## config.mk

```make
export PLATFORM = sky130hd
export DESIGN_NAME = ir_prefetch
export DESIGN_NICKNAME = d
export VERILOG_FILES = /design/src/rtl/ir_prefetch.sv
export SDC_FILE = /design/constraint.sdc
export NUM_CORES = 1
export LEC_CHECK = 0
export BUFFER_PORTS_ARGS = -buffer_cell sky130_fd_sc_hd__buf_2
export CAP_MARGIN = 20
export CORE_MARGIN = 3
export CORE_UTILIZATION = 44
export CTS_BUF_LIST = sky130_fd_sc_hd__clkbuf_16
export DETAILED_ROUTE_END_ITERATION = 16
export PLACE_DENSITY = 0.65
export SLEW_MARGIN = 30
export SYNTH_ARGS = -nofsm -noshare
export SYNTH_HDL_FRONTEND = slang
export SYNTH_SLANG_ARGS = --single-unit
```

## constraint.sdc

```tcl
create_clock -name clk -period 2.7 [get_ports clk]
set_input_delay 0.54 -clock clk [delete_from_list [all_inputs] [get_ports clk]]
set_output_delay 0.54 -clock clk [all_outputs]
set_load 0.02 [all_outputs]
```

## src/rtl/ir_prefetch.sv

```systemverilog
// Instruction register fed by a DEPTH-entry prefetch FIFO; head auto-promotes into the IR.
// Optional macro IR_BYPASS_EN: a push may load the IR directly when the queue is empty.
module ir_prefetch #(
    parameter int unsigned WIDTH = 8,
    parameter int unsigned DEPTH = 4,
    parameter int unsigned OPC_W = 3
) (
    input  logic                     clk,
    input  logic                     rst_n,
    input  logic                     push,
    input  logic [WIDTH-1:0]         push_data,
    input  logic                     load,
    input  logic                     flush,
    output logic [WIDTH-1:0]         data_out,
    output logic [OPC_W-1:0]         opcode,
    output logic [WIDTH-OPC_W-1:0]   operand,
    output logic                     ir_valid,
    output logic [$clog2(DEPTH):0]   count,
    output logic                     full,
    output logic                     empty,
    output logic                     ovf
);

    localparam int unsigned PTR_W = $clog2(DEPTH);
    localparam int unsigned CNT_W = PTR_W + 1;

    logic [WIDTH-1:0] r_mem [DEPTH];
    logic [PTR_W-1:0] r_wr_ptr;
    logic [PTR_W-1:0] r_rd_ptr;
    logic [CNT_W-1:0] r_count;
    logic [WIDTH-1:0] r_ir;
    logic             r_ir_valid;
    logic             r_full;
    logic             r_empty;
    logic             r_ovf;

    logic             w_want;
    logic             w_pop;
    logic             w_byp;
    logic             w_enq;
    logic             w_drop;
    logic [CNT_W-1:0] w_cnt_nxt;

    // Refill is requested whenever the IR is consumed or holds nothing.
    assign w_want = load || !r_ir_valid;
    assign w_pop  = w_want && !r_empty && !flush;

`ifdef IR_BYPASS_EN
    assign w_byp  = w_want && r_empty && push && !flush;
`else
    assign w_byp  = 1'b0;
`endif

    // Acceptance uses the registered full flag; a same-edge pop never frees a slot.
    assign w_enq  = push && !r_full && !w_byp && !flush;
    assign w_drop = push && r_full && !flush;

    assign w_cnt_nxt = r_count + CNT_W'(w_enq) - CNT_W'(w_pop);

    always_ff @(posedge clk or negedge rst_n) begin
        if (!rst_n) begin
            r_wr_ptr   <= '0;
            r_rd_ptr   <= '0;
            r_count    <= '0;
            r_full     <= 1'b0;
            r_empty    <= 1'b1;
            r_ovf      <= 1'b0;
            r_ir_valid <= 1'b0;
            r_ir       <= '0;
        end else if (flush) begin
            r_wr_ptr   <= '0;
            r_rd_ptr   <= '0;
            r_count    <= '0;
            r_full     <= 1'b0;
            r_empty    <= 1'b1;
            r_ovf      <= 1'b0;
            r_ir_valid <= 1'b0;
        end else begin
            if (w_enq) begin
                r_wr_ptr <= r_wr_ptr + PTR_W'(1);
            end
            if (w_pop) begin
                r_rd_ptr <= r_rd_ptr + PTR_W'(1);
            end
            r_count <= w_cnt_nxt;
            r_full  <= (w_cnt_nxt == CNT_W'(DEPTH));
            r_empty <= (w_cnt_nxt == '0);
            if (w_drop) begin
                r_ovf <= 1'b1;
            end
            if (w_pop) begin
                r_ir       <= r_mem[r_rd_ptr];
                r_ir_valid <= 1'b1;
            end else if (w_byp) begin
                r_ir       <= push_data;
                r_ir_valid <= 1'b1;
            end else if (load) begin
                r_ir_valid <= 1'b0;
            end
        end
    end

    // Queue storage needs no reset; occupancy is tracked by the pointers and count.
    always_ff @(posedge clk) begin
        if (w_enq) begin
            r_mem[r_wr_ptr] <= push_data;
        end
    end

    assign data_out = r_ir;
    assign opcode   = r_ir[WIDTH-1 -: OPC_W];
    assign operand  = r_ir[WIDTH-OPC_W-1:0];
    assign ir_valid = r_ir_valid;
    assign count    = r_count;
    assign full     = r_full;
    assign empty    = r_empty;
    assign ovf      = r_ovf;

endmodule

```

# After elaboration in Yosys (flattened, before gate mapping)
# Memories as Yosys holds them, arrays and structs flattened. A register that Yosys moved wholly into a read port is not among the register bits.
# Cells that the tools add are included.
# W data, S select, Z words.
# word_totals
register_bits,11
latch_bits,0
ram_bits,32
rom_bits,0
in_bits,13
output_inout_bits,23
word_cells,46
n_memories,1
# op_classes
add_sub_neg,4
n_mul,0
div,0
n_lt_le_gt_ge,0
eq_ne,1
shifts,0
n_mux,14
bitwise,1
n_reduce_logical,18
# mem_list
name,depth,word_bits,read_ports,rd_clocked_by_memory_dff,wr,line_no,source
r_mem,4,8,1,1,1,27,logic [WIDTH-1:0] r_mem [DEPTH];
# ops
cell,n
$mux W1,9
$mux W2,4
$logic_and A1 B1 Y1,6
$reduce_bool A2 Y1,3
$logic_not A1 Y1,5
$add A2 B1 Y2 const B,2
$add A3 B1 Y3,1
$eq A3 B3 Y1 const B,1
$logic_not A3 Y1,1
$mux W3,1
$reduce_bool A3 Y1,1
$sub A3 B1 Y3,1
$reduce_and A2 Y1,1
$logic_or A1 B1 Y1,1
$not A1 Y1,1

# Depth between registers and ports, before layout
# depth
depth_word,7
ltp_mapped,11
mapped_depth_nobuf,11

# Worst setup path before layout
# OpenSTA, ideal clock, no wires.
# synth_path
path_type,in2reg
start,in load
end,reg r_full (netlist: full)
setup_ps,66
arrival_time_ps,2278
required_ps,2634
slack_ps,356
cell_stages,10
n_path_buf,0
cell_sequence,nor2b_1 -> nor3_4 -> ha_1 -> inv_1 -> ha_1 -> inv_1 -> fa_1 -> xnor3_1 -> nor2_1 -> and3_1
# synth_via
elab_chain_cells,6
# synth_lines
item,line_no,source
from (decl),12,"input logic load,"
$logic_or A1 B1 Y1,45,assign w_want = load || !r_ir_valid;
$logic_and A1 B1 Y1 (2 in a row),46,assign w_pop = w_want && !r_empty && !flush;
$sub A3 B1 Y3,58,assign w_cnt_nxt = r_count + CNT_W'(w_enq) - CNT_W'(w_pop);
$eq A3 B3 Y1,86,r_full <= (w_cnt_nxt == CNT_W'(DEPTH));
$mux W1,70,end else if (flush) begin
to (signal assigned),86,
to (decl),33,logic r_full;
# No other way between the ends.
# A chain may end at the register's enable or synchronous reset.

# Final worst setup path
# layout_path
start,reg r_full (netlist: full)
end,reg r_full (netlist: full)
# layout_via
elab_chain_cells,7
# layout_lines
item,line_no,source
$logic_not A1 Y1,55,assign w_enq = push && !r_full && !w_byp && !flush;
$logic_and A1 B1 Y1 (2 in a row),55,
$add A3 B1 Y3,58,
$sub A3 B1 Y3,58,
$eq A3 B3 Y1,86,
$mux W1,70,
# No other way between the ends.

==> flow_summary_export.csv <==
group,metric,value,unit
grt,antenna_found_initial,0,
placement,dp_hpwl,2.477,mm
grt,grt_overflow,0,
cts,path_clk_slew,0.06,ns
sta,fin_crit_sh,0.9024,
logic_synthesis,synth_top_family_by_area,"multiplexers",
cts,clockBufferDepth,2,
sta,worst_clock_skew,0.004229,ns
floorplanning,io_pins,36,
logic_synthesis,synthesis.nets,141,
logic_synthesis,synthDistinctLibCells,28,
outcome,status,"completed",
layout,diodes,0,
sta,setup_tns,0,ns
setup_path,r2r_end,"full",
sta,slew_violations,0,
grt,grt_usage,0.1386,
sta,whs,0.2029,ns
cts,cts_resized,0,
drt,drt-pass1-iter-count,4,
logic_synthesis,avgSynthCellArea,17.37,sq um
floorplanning,rows,24,
layout,drive_gt1_frac,0.4129,
hold_path,hold_path_class,"input pin to asynchronous set/reset pin",
cts,hold_buffers,0,
cts,post_cts_buffers,0,
layout,regArea,0.001438,sq mm
layout,layout_commonest_cell,"buf_2",
setup_path,crit_path_end_kind,"register",
setup_path,reg2reg_from,"full",
drt,drc_errors,0,
logic_synthesis,synth_compound_area_frac,0.01786,
setup_path,cp.required,2.92,ns
sta,finalCriticalPeriod,2.436,ns
floorplanning,die_area,0.005643,sq mm
sta,hold_viol_final,0,
cts,cts_made_buffers,5,
power,power,2456,uW
layout,fin_nets,174,
logic_synthesis,synth-seq-area-share,0.6839,
setup_path,rr_worst_depth,11,
setup_path,crit_fanout,5,
setup_path,critPathKind,"register to register",
cts,h-tree-depth,2,
logic_synthesis,synth_area,0.002102,sq mm
drt,viasPerCell,5.198,
placement,post-place-cells,199,
layout,final_cell_mix,"buf_2 (35), edfxtp_1 (32), dfrtp_1 (18), nor2_1 (8), mux2_2 (8)",
layout,syn2layout_area_growth,15.06,%
drt,drtIter0Drc,50,
logic_synthesis,yosys_warnings,0,
grt,grt_first_pass_wirelength,5.437,mm
setup_path,r2r_setup_slack,0.26,ns
run,maxCapViolCount,0,
cts,cts_tree,"built",
grt,grt_max_degree,20,
setup_path,endpoint,"full",
layout,nFillCells,368,
placement,routabilityCongestion,0.7534,
drt,ant_nets,0,
sta,relSlewSlack,0.5725,
cts,clock_latency,0.28,ns
logic_synthesis,synthMuxAreaShare,0.1351,
logic_synthesis,synthAdderAreaFrac,0.04524,
sta,worst_pin_slew,0.6412,ns
floorplanning,die_x,75.12,um
setup_path,startpoint,"full",
drt,wl_per_cell,16.33,um
setup_path,cp-start-kind,"register",
placement,io_buffers,35,
power,ir_drop,334.0,uV
logic_synthesis,synth_cells,121,
setup_path,arrival,2.65,ns
floorplanning,core,0.004474,sq mm
drt,postRouteWirelength,3.381,mm
power,p_leak,0.0009866,uW
sta,final-setup-viol-count,0,
logic_synthesis,synthSimpleGateAreaFrac,0.05000,
drt,vias,1076,
floorplanning,die-height,75.12,um
logic_synthesis,ys_ff_latch,51,
logic_synthesis,synth-xor-area-share,0.01488,
power,powerDensity,1015,mW/mm^2
layout,fin_cells,207,
cts,clkSinkCount,51,
sta,max_freq,0.4104,GHz
grt,grt_pass1_vias,1094,
floorplanning,initial_core_util,0.4698,
sta,rsz0062_at_grt,"no",
layout,multi_input_area,553.0,sq um
cts,cts.root.buffer_cell,"clkbuf_16",
[stage by stage]
| stage | instance area [sq um] | setup WS (ns) | utilization |
|---|---|---|---|
| 2_1_floorplan | 2102 | 0.3561 | - |
| 3_3_place_gp | 2278 | 0.2633 | 0.5092 |
| 3_5_place_dp | 2278 | 0.1170 | 0.5092 |
| 4_1_cts | 2419 | 0.2445 | 0.5405 |
| 5_1_grt | 2419 | 0.05057 | 0.5405 |
| 6_report | 2419 | 0.2636 | 0.5405 |
[flip-flops by register name, indices dropped and copies added (netlist names)]
register / cells
r_rd_ptr: 2
r_wr_ptr: 2
full: 1
ir_valid: 1
data_out: 8
count: 3
empty: 1
r_mem: 32
ovf: 1
[where the power goes]
group	internal [uW]	total [uW]	switching, uW
sequential	972	1100	126
clock	338	587	249
combinational	349	772	423
[area by class of cell]
cell class	instances	share of cell area
Sequential cell	51	0.5944
Multi-Input combinational cell	51	0.2287
Timing Repair Buffer	37	0.07863
Clock buffer	5	0.05173
Tap cell	52	0.02690
Inverter	8	0.01345
Clock inverter	3	0.006208
[cell families after synthesis]
kind of cell | count (synthesis)
flops | 51
buf+inv | 19
simple gates | 18
mux | 17
compound gates | 7
fa+ha+maj | 7
xor+xnor | 2
[per-layer routing]
| metal | track usage | up-vias | wire (um) |
|---|---|---|---|
| met2 | 0.2263 | 30 | 1770 |
| met3 | 0.04272 | 6 | 186 |
| met5 | 0 | - | 0 |
| met4 | 0.06522 | 0 | 59 |
| li1 | - | 499 | - |
| met1 | 0.1681 | 541 | 1364 |
[Yosys cell counts]
cell type | instances | area, sq um
a21oi_1 | 5 | 25.02
and2_1 | 4 | 25.02
and3_1 | 1 | 6.260
buf_1 | 1 | 3.750
buf_4 | 8 | 60.06
buf_6 | 1 | 11.26
clkbuf_1 | 1 | 3.750
dfrtp_1 | 18 | 450.4
dfstp_2 | 1 | 26.28
edfxtp_1 | 32 | 960.9
fa_1 | 1 | 20.02
ha_1 | 6 | 75.07
inv_1 | 7 | 26.28
inv_4 | 1 | 6.260
mux2_2 | 8 | 90.09
mux2i_1 | 1 | 10.01
mux4_1 | 1 | 26.28
mux4_2 | 7 | 157.7
nand2b_1 | 1 | 6.260
nor2_1 | 8 | 30.03
nor2b_1 | 1 | 6.260
nor3_4 | 1 | 16.27
o21ai_0 | 1 | 5.000
o31ai_1 | 1 | 7.510
or3_2 | 1 | 7.510
or4_1 | 1 | 7.510
xnor2_1 | 1 | 8.760
xnor3_1 | 1 | 22.52
[critical path: stages (launching register included)]
cell and delay, ns:
dfrtp_1 0.41, nand2b_1 0.21, nor2_1 0.26, inv_1 0.08, ha_1 0.27, inv_1 0.05, ha_1 0.13, inv_1 0.04
fa_1 0.37, xnor3_1 0.19, nor2_1 0.16, and3_1 0.19
[how the worst min path moves through the flow]
| stage | startpoint | endpoint | slack [ns] |
|---|---|---|---|
| 2_1_floorplan | rst_n | count[0] | 0.24 |
| 4_1_cts | rst_n | data_out[1] | 0.22 |
| 6_report | rst_n | data_out[6] | 0.20 |
| 3_3_place_gp | ovf | ovf | 0.48 |
| 5_1_grt | rst_n | data_out[6] | 0.24 |
| 3_5_place_dp | ovf | ovf | 0.50 |
No activity file was read; power rests on OpenSTA's default activity.
